==> config.mk <==
export PLATFORM = sky130hd
export DESIGN_NAME = button_counter
export DESIGN_NICKNAME = d
export VERILOG_FILES = /design/src/rtl/button_counter_pkg.sv /design/src/rtl/button_debounce.sv /design/src/rtl/button_counter.sv
export SDC_FILE = /design/constraint.sdc
export NUM_CORES = 1
export LEC_CHECK = 0
export ABC_AREA = 1
export BUFFER_PORTS_ARGS = -buffer_cell sky130_fd_sc_hd__buf_2
export CAP_MARGIN = 10
export CORE_MARGIN = 1
export CORE_UTILIZATION = 60
export CTS_CLUSTER_SIZE = 8
export DETAILED_ROUTE_END_ITERATION = 8
export PLACE_DENSITY = 0.9
export SETUP_SLACK_MARGIN = 0.05
export SYNTH_ARGS = -nofsm -noshare
export SYNTH_HDL_FRONTEND = slang
export SYNTH_SLANG_ARGS = --single-unit
==> constraint.sdc <==
create_clock -name clk -period 2.5 [get_ports clk]
set_input_delay 0.625 -clock clk [delete_from_list [all_inputs] [get_ports clk]]
set_output_delay 0.625 -clock clk [all_outputs]
set_load 0.005 [all_outputs]
==> src/rtl/button_counter_pkg.sv <==
// Shared constants and helpers for the button front-end.
// Counter width, 12 MHz debounce default, clog2.
package button_counter_pkg;

  localparam int CNT_W = 8;
  localparam int DEB_12MHZ = 120000;

  function automatic int clog2(input int v);
    int r;
    int x;
    r = 0;
    x = v - 1;
    while (x > 0) begin
      r++;
      x = x >> 1;
    end
    return r;
  endfunction

endpackage

==> src/rtl/button_debounce.sv <==
// Two-flop synchroniser, debouncer and press pulse for one button.
// Ports: clk, rst (sync, active high), raw in; level, press out.
module button_debounce
  import button_counter_pkg::*;
#(
  parameter int DEBOUNCE_CYCLES = DEB_12MHZ,
  parameter bit ACTIVE_HIGH     = 1'b1
) (
  input  logic clk,
  input  logic rst,
  input  logic raw,
  output logic level,
  output logic press
);

  localparam int CW = clog2(DEBOUNCE_CYCLES);
  localparam logic [CW-1:0] CMAX = CW'(DEBOUNCE_CYCLES - 1);
  // raw level of a released button
  localparam logic IDLE = ACTIVE_HIGH ? 1'b0 : 1'b1;

  logic          s1;
  logic          s2;
  logic          sp;
  logic          lvl;
  logic          hit;
  logic [CW-1:0] cnt;

  assign sp    = ACTIVE_HIGH ? s2 : ~s2;
  assign hit   = (cnt == CMAX);
  assign level = lvl;

  always_ff @(posedge clk) begin
    if (rst) begin
      s1    <= IDLE;
      s2    <= IDLE;
      lvl   <= 1'b0;
      cnt   <= '0;
      press <= 1'b0;
    end else begin
      s1    <= raw;
      s2    <= s1;
      // fires on the same edge lvl rises
      press <= sp & ~lvl & hit;
      if (sp == lvl) begin
        cnt <= '0;
      end else if (hit) begin
        lvl <= sp;
        cnt <= '0;
      end else begin
        cnt <= cnt + CW'(1);
      end
    end
  end

endmodule

==> src/rtl/button_counter.sv <==
// Up/down counter driven by two debounced buttons, shown on LEDs.
// Ports: clk, rst, sw1, sw2 in; sw1_press, sw2_press, count, leds out.
module button_counter
  import button_counter_pkg::*;
#(
  parameter int               DEBOUNCE_CYCLES = DEB_12MHZ,
  parameter bit               ACTIVE_HIGH     = 1'b1,
  parameter logic [CNT_W-1:0] INIT_COUNT      = 8'h00
) (
  input  logic             clk,
  input  logic             rst,
  input  logic             sw1,
  input  logic             sw2,
  output logic             sw1_press,
  output logic             sw2_press,
  output logic [CNT_W-1:0] count,
  output logic [CNT_W-1:0] leds
);

  logic lvl1;
  logic lvl2;
  logic unused_lvl;

  assign unused_lvl = lvl1 ^ lvl2;

  button_debounce #(
    .DEBOUNCE_CYCLES(DEBOUNCE_CYCLES),
    .ACTIVE_HIGH    (ACTIVE_HIGH)
  ) u_sw1 (
    .clk  (clk),
    .rst  (rst),
    .raw  (sw1),
    .level(lvl1),
    .press(sw1_press)
  );

  button_debounce #(
    .DEBOUNCE_CYCLES(DEBOUNCE_CYCLES),
    .ACTIVE_HIGH    (ACTIVE_HIGH)
  ) u_sw2 (
    .clk  (clk),
    .rst  (rst),
    .raw  (sw2),
    .level(lvl2),
    .press(sw2_press)
  );

  always_ff @(posedge clk) begin
    if (rst) begin
      count <= INIT_COUNT;
    end else begin
      unique case ({sw1_press, sw2_press})
        2'b10:   count <= count + 8'd1;
        2'b01:   count <= count - 8'd1;
        default: count <= count;
      endcase
    end
  end

  // LEDn shows count[n]; LED0 sits on leds[7]
  for (genvar i = 0; i < CNT_W; i++) begin : g_led
    assign leds[CNT_W-1-i] = count[i];
  end

endmodule

# Word level (Yosys, flattened, before mapping)
# Cells that the tools add are included.
op_classes:
  n_addsub: 4
  n_eq_ne: 6
  muxes: 1
  bitwise: 8
  reduce_logical: 5
ops:
  columns: ["operator", "n"]
  rows:
  - ["$add A17 B1 Y17 const B", 2]
  - ["$eq A17 B17 Y1 const B", 2]
  - ["$pmux W8 S2", 1]
  - ["$add A8 B1 Y8 const B", 1]
  - ["$sub A8 B1 Y8 const B", 1]
  - ["$reduce_or A3 Y1", 2]
  - ["$and A1 B1 Y1", 4]
  - ["$not A1 Y1", 4]
  - ["$reduce_and A2 Y1", 2]
  - ["$eq A1 B1 Y1", 2]
  - ["$eq A2 B1 Y1 const B", 1]
  - ["$eq A2 B2 Y1 const B", 1]
  - ["$reduce_bool A2 Y1", 1]
totals:
  ff_bits: 50
  in_bits: 4
  out_inout_bits: 18
  wordCells: 35

# Logic depth before layout (Yosys ltp)
logic_depth:
  depth_word: 3
  depth_mapped: 14
  mapped_depth_nobuf: 14

# Cells and area by module
# A second synthesis with hierarchy kept.
unflattened:
  hier_cells: 420
  hier_area_um2: 2989.1
by_module_without_submodules:
  columns: ["mod", "n_inst", "cells_each", "area_per_inst_um2", "seq_area_each_um2"]
  rows:
  - ["button_debounce", 2, 145, 1108.6, 420.4]
  - ["button_counter", 1, 130, 772.0, 160.2]

# Worst setup path after synthesis
# Ideal clock, no wire load.
synth_timing:
  kind: "register -> register"
  from: "register u_sw1.press"
  to: "register count[2]"
  setup_ns: 0.057
  arrival_ns: 1.687
  t_required_ns: 2.443
  setup_slack_ns: 0.755
  path_stages_with_launch: 13
  path_buffers: 0
  period_less_slack_ns: 1.745
  path_cell_list: "dfxtp_1 inv_1 ha_1 inv_1 nand2_1 nand2_1 inv_1 ha_1 o21bai_1 or2_2 nand3_1 o211ai_1 inv_1"
synth_between:
  elab_chain_cells: 2
  word_cells_on_any_way: 4
  classes_between: "eq/ne: 2; mux: 1; reduce/logical: 1"
synth_lines:
  columns: ["item", "line", "rtl"]
  rows:
  - ["start: declaration", "button_debounce.sv:13", "output logic press"]
  - ["start signal: assignment", "button_debounce.sv:43", "press <= sp & ~lvl & hit;"]
  - ["$eq A2 B1 Y1 or $eq A2 B2 Y1 (tied branches)", "button_counter.sv:52", "unique case ({sw1_press, sw2_press})"]
  - ["$pmux W8 S2 or $reduce_bool A2 Y1 (tied branches)", null, null]
  - ["end signal: assignment", "button_counter.sv:53", "2'b10: count <= count + 8'd1;"]
  - ["end signal: assignment", "button_counter.sv:54", "2'b01: count <= count - 8'd1;"]
  - ["end signal: assignment", "button_counter.sv:55", "default: count <= count;"]
  - ["end: declaration", "button_counter.sv:16", "output logic [CNT_W-1:0] count,"]
# Parallel ways exist; a longest one is shown, timed or not.
# A chain may end at the register's enable or synchronous reset.

# Final worst setup path
# Same ends and word-level chain as after synthesis.

==> results.md <==
- Syn nets: 407
- Hold depth: 2
- Post-synth top area share: 0.362
- P_int: 1.03 mW
- Cell with the most instances after synthesis: nand2_1
- Routed WL per cell: 10.5 µm
- Setup WS post-layout: 0.453 ns
- Top FF cell, synth: dfxtp_1
- Number of global-route vias before repair: 2,271
- CTS Hold Buffers Added: 0
- Area growth syn-to-layout: 5.80%
- Clk_skew: 0.00561 ns
- Num CTS Buffers: 5
- Cell depth of the worst flop-to-flop path: 12
- Leakage: 1.33 nW
- Syn. warnings: 0
- Cell Pwr Density: 442 nW/µm²
- IO buf count: 21
- Max Cap Violations: 0
- Async S/R FF share, synth: 0
- Post-DP HPWL: 3.65 mm
- Net count, final: 421
- Sw Ratio: 0.204
- Worst-case clock buffer depth: 2
- Slew Viols, Final: 0
- #FFs+latches synth: 50
- Final Hold Violating Endpoints: 0
- Final setup fails: 0
- DR iter-0 viols: 183
- CTS root buffer: clkbuf_8
- FF-to-FF setup slack: 0.45 ns
- Vias per cell: 5.21
- Initial core utilization: 0.630
- Top Usage Layer GRT: met2
- Global-route met1 utilization: 0.272
- Setup TNS: 0 ns
- Status: complete, no violations
- Dpl ws: 0.475 ns
- Die Wd: 69.9 µm
- Global-route wire length before repair: 9.05 mm
- Vias: 2,412
- Min Tclk post-route: 2.05 ns
- Period utilization: 0.819
- Top cells by count, synth: nand2_1, inv_1, dfxtp_1
- Die Height: 69.9 µm
- CP required: 2.75 ns
- Clock Power Share: 0.364
- Worst-path fanout max: 12
- Met3 Track Usage GR: 0.0433
- Worst VDD drop: 0.350 mV
- Crit end category: flip-flop
- # diodes: 0
- Clock Sinks: 50
- Logic gate share of total power: 0.015
- Worst setup path startpoint: u_sw1.press
- Post-Syn Area: 2760 µm²
- HP Class: flip-flop to flip-flop
- Layout Cells excl Fill: 463
- Hold EP: u_sw2.s2
- Share of layout cells above drive strength 1: 0.141
- H-tree depth: 2
- Total congestion overflow: 0
- Worst Tran Pin Value: 0.396 ns
- Hold path start: u_sw2.s1
- Top cells by area, synth: dfxtp_1, nand2_1, inv_1
- Largest net degree at the start of global routing: 17
- Cell Rows: 24
- CTS tree: built
- Overall global routing resource usage: 0.223
- Worst flop-to-flop path startpoint: u_sw1.press
- WHS: 0.410 ns
- Syn avg cell area: 6.98 µm²
- Synth cell types: 34
- Sequential power share: 0.620
- Cell taking the most area after synthesis: dfxtp_1
- Peak Freq: 488 MHz
- Ports: 22
- Pwr Total: 1.29 mW
- Grt met2 use: 0.382
- Full die area: 4880 µm²
- Initial antenna violation count: 0
- Net Switching: 0.263 mW
- Sequential area share after synthesis: 0.362
- Cells after Synth: 396
- Antenna Nets Post-Route: 0
- Placer congestion estimate: 0.891
- Crit path DAT: 2.30 ns
- Reg2reg end: count[2]
- Drt first pass iters: 4
- Critical path type: flip-flop to flip-flop
- Post-CTS Setup Bufs: 0
- Unrepaired setup endpoints after global routing: no
- Clock Latency Late Sink: 0.30 ns
- Number of flops mapped to enable cells by yosys: 0
- Overall routed net length: 4.87 mm
- Max-Slew Margin vs Limit: 0.736
- Placed cells: 455
- Crit start category: flip-flop
- Post_cts resized: 0
- DRC Markers: 0
- Clock-pin slew on the worst setup and hold paths: 0.08 ns
- CORE AREA: 4380 µm²
[kinds of logic (layout without fill, tap and decap cells)]
family,after synthesis,count (layout),synth area share
and+or+nand+nor,209,209,0.370
buffers and inverters,84,99,0.132
DFF,50,50,0.362
AOI/OAI and AO/OA,33,33,0.0634
xor gates and xnor gates,13,13,0.0412
adders and majority gates,7,7,0.0317
[worst max-delay path by stage]
stage / to / slack [ns] / cells after the start
finish: count[2] / 0.45 / 12
CTS: count[2] / 0.45 / 12
global placement: count[2] / 0.56 / 12
detailed placement: count[2] / 0.47 / 12
global route: count[4] / 0.26 / 13
floorplan: count[2] / 0.76 / 12
[stage by stage]
| step | utilization | cell area [µm²] |
|---|---|---|
| finish | 0.667 | 2920 |
| global route | 0.667 | 2920 |
| CTS | 0.667 | 2920 |
| detailed placement | 0.646 | 2830 |
| global placement | 0.646 | 2830 |
| floorplan | - | 2760 |
[metal layers]
metal / vias up / wire, µm
met5: - / 0
met3: 10 / 192
li1: 1268 / -
met2: 54 / 2330
met1: 1080 / 2270
met4: 0 / 82
[critical path: stages (launching register included)]
cell	delay, ns
dfxtp_1	0.33
inv_1	0.06
ha_1	0.33
inv_1	0.22
nand2_1	0.10
nand2_1	0.07
inv_1	0.04
ha_1	0.16
o21bai_1	0.19
or2_2	0.29
nand3_1	0.07
o211ai_1	0.09
inv_1	0.06
[power by group through the flow]
stage	clock network [mW]	registers [mW]	logic, mW
final	0.471	0.801	0.0199
after global routing	0.519	0.802	0.0235
after CTS	0.494	0.801	0.0203
after detailed placement	0	0.820	0.0201
after global placement	0	0.820	0.0194
after floorplan	0	0.820	0.0151
[sequential cells by signal, indices dropped and copies added, names as in the netlist]
signal and count:
u_sw1.s1 1, u_sw1.level 1, u_sw1.s2 1, u_sw1.cnt 17, u_sw2.cnt 17, u_sw2.level 1
u_sw1.press 1, u_sw2.s2 1, count 8, u_sw2.press 1, u_sw2.s1 1
[cell usage in the layout (no fill, tap or decap), types with 2 or more instances in the layout]
master | synthesis | routed
clkbuf_8 | 0 | 6
nor4_1 | 3 | 3
buf_2 | 0 | 21
inv_2 | 3 | 3
inv_1 | 66 | 66
nor3_4 | 3 | 3
nor2_1 | 43 | 43
o21ai_0 | 7 | 7
nand2_1 | 85 | 85
nor2_2 | 4 | 4
o21bai_1 | 2 | 2
xor2_1 | 10 | 10
dfxtp_1 | 50 | 50
o211ai_1 | 2 | 2
nor3_2 | 3 | 3
nor2_4 | 2 | 2
nor3_1 | 10 | 10
nand2_2 | 5 | 5
nand3_1 | 26 | 26
a21oi_1 | 21 | 21
ha_1 | 7 | 7
nand4_1 | 11 | 11
xnor2_1 | 3 | 3
or2_2 | 5 | 5
nand3_2 | 3 | 3
[final cells by class]
cell class              instances  area [µm²]
flip-flops and latches         50        1000
inverters                      70         263
clock inverters                 1        5.00
multi-input cells             262        1400
clock buffers                   7        86.3
fillers                       365        1460
well taps                      52        65.1
repair buffers                 21         105
Power figures use the tool's default switching activity.
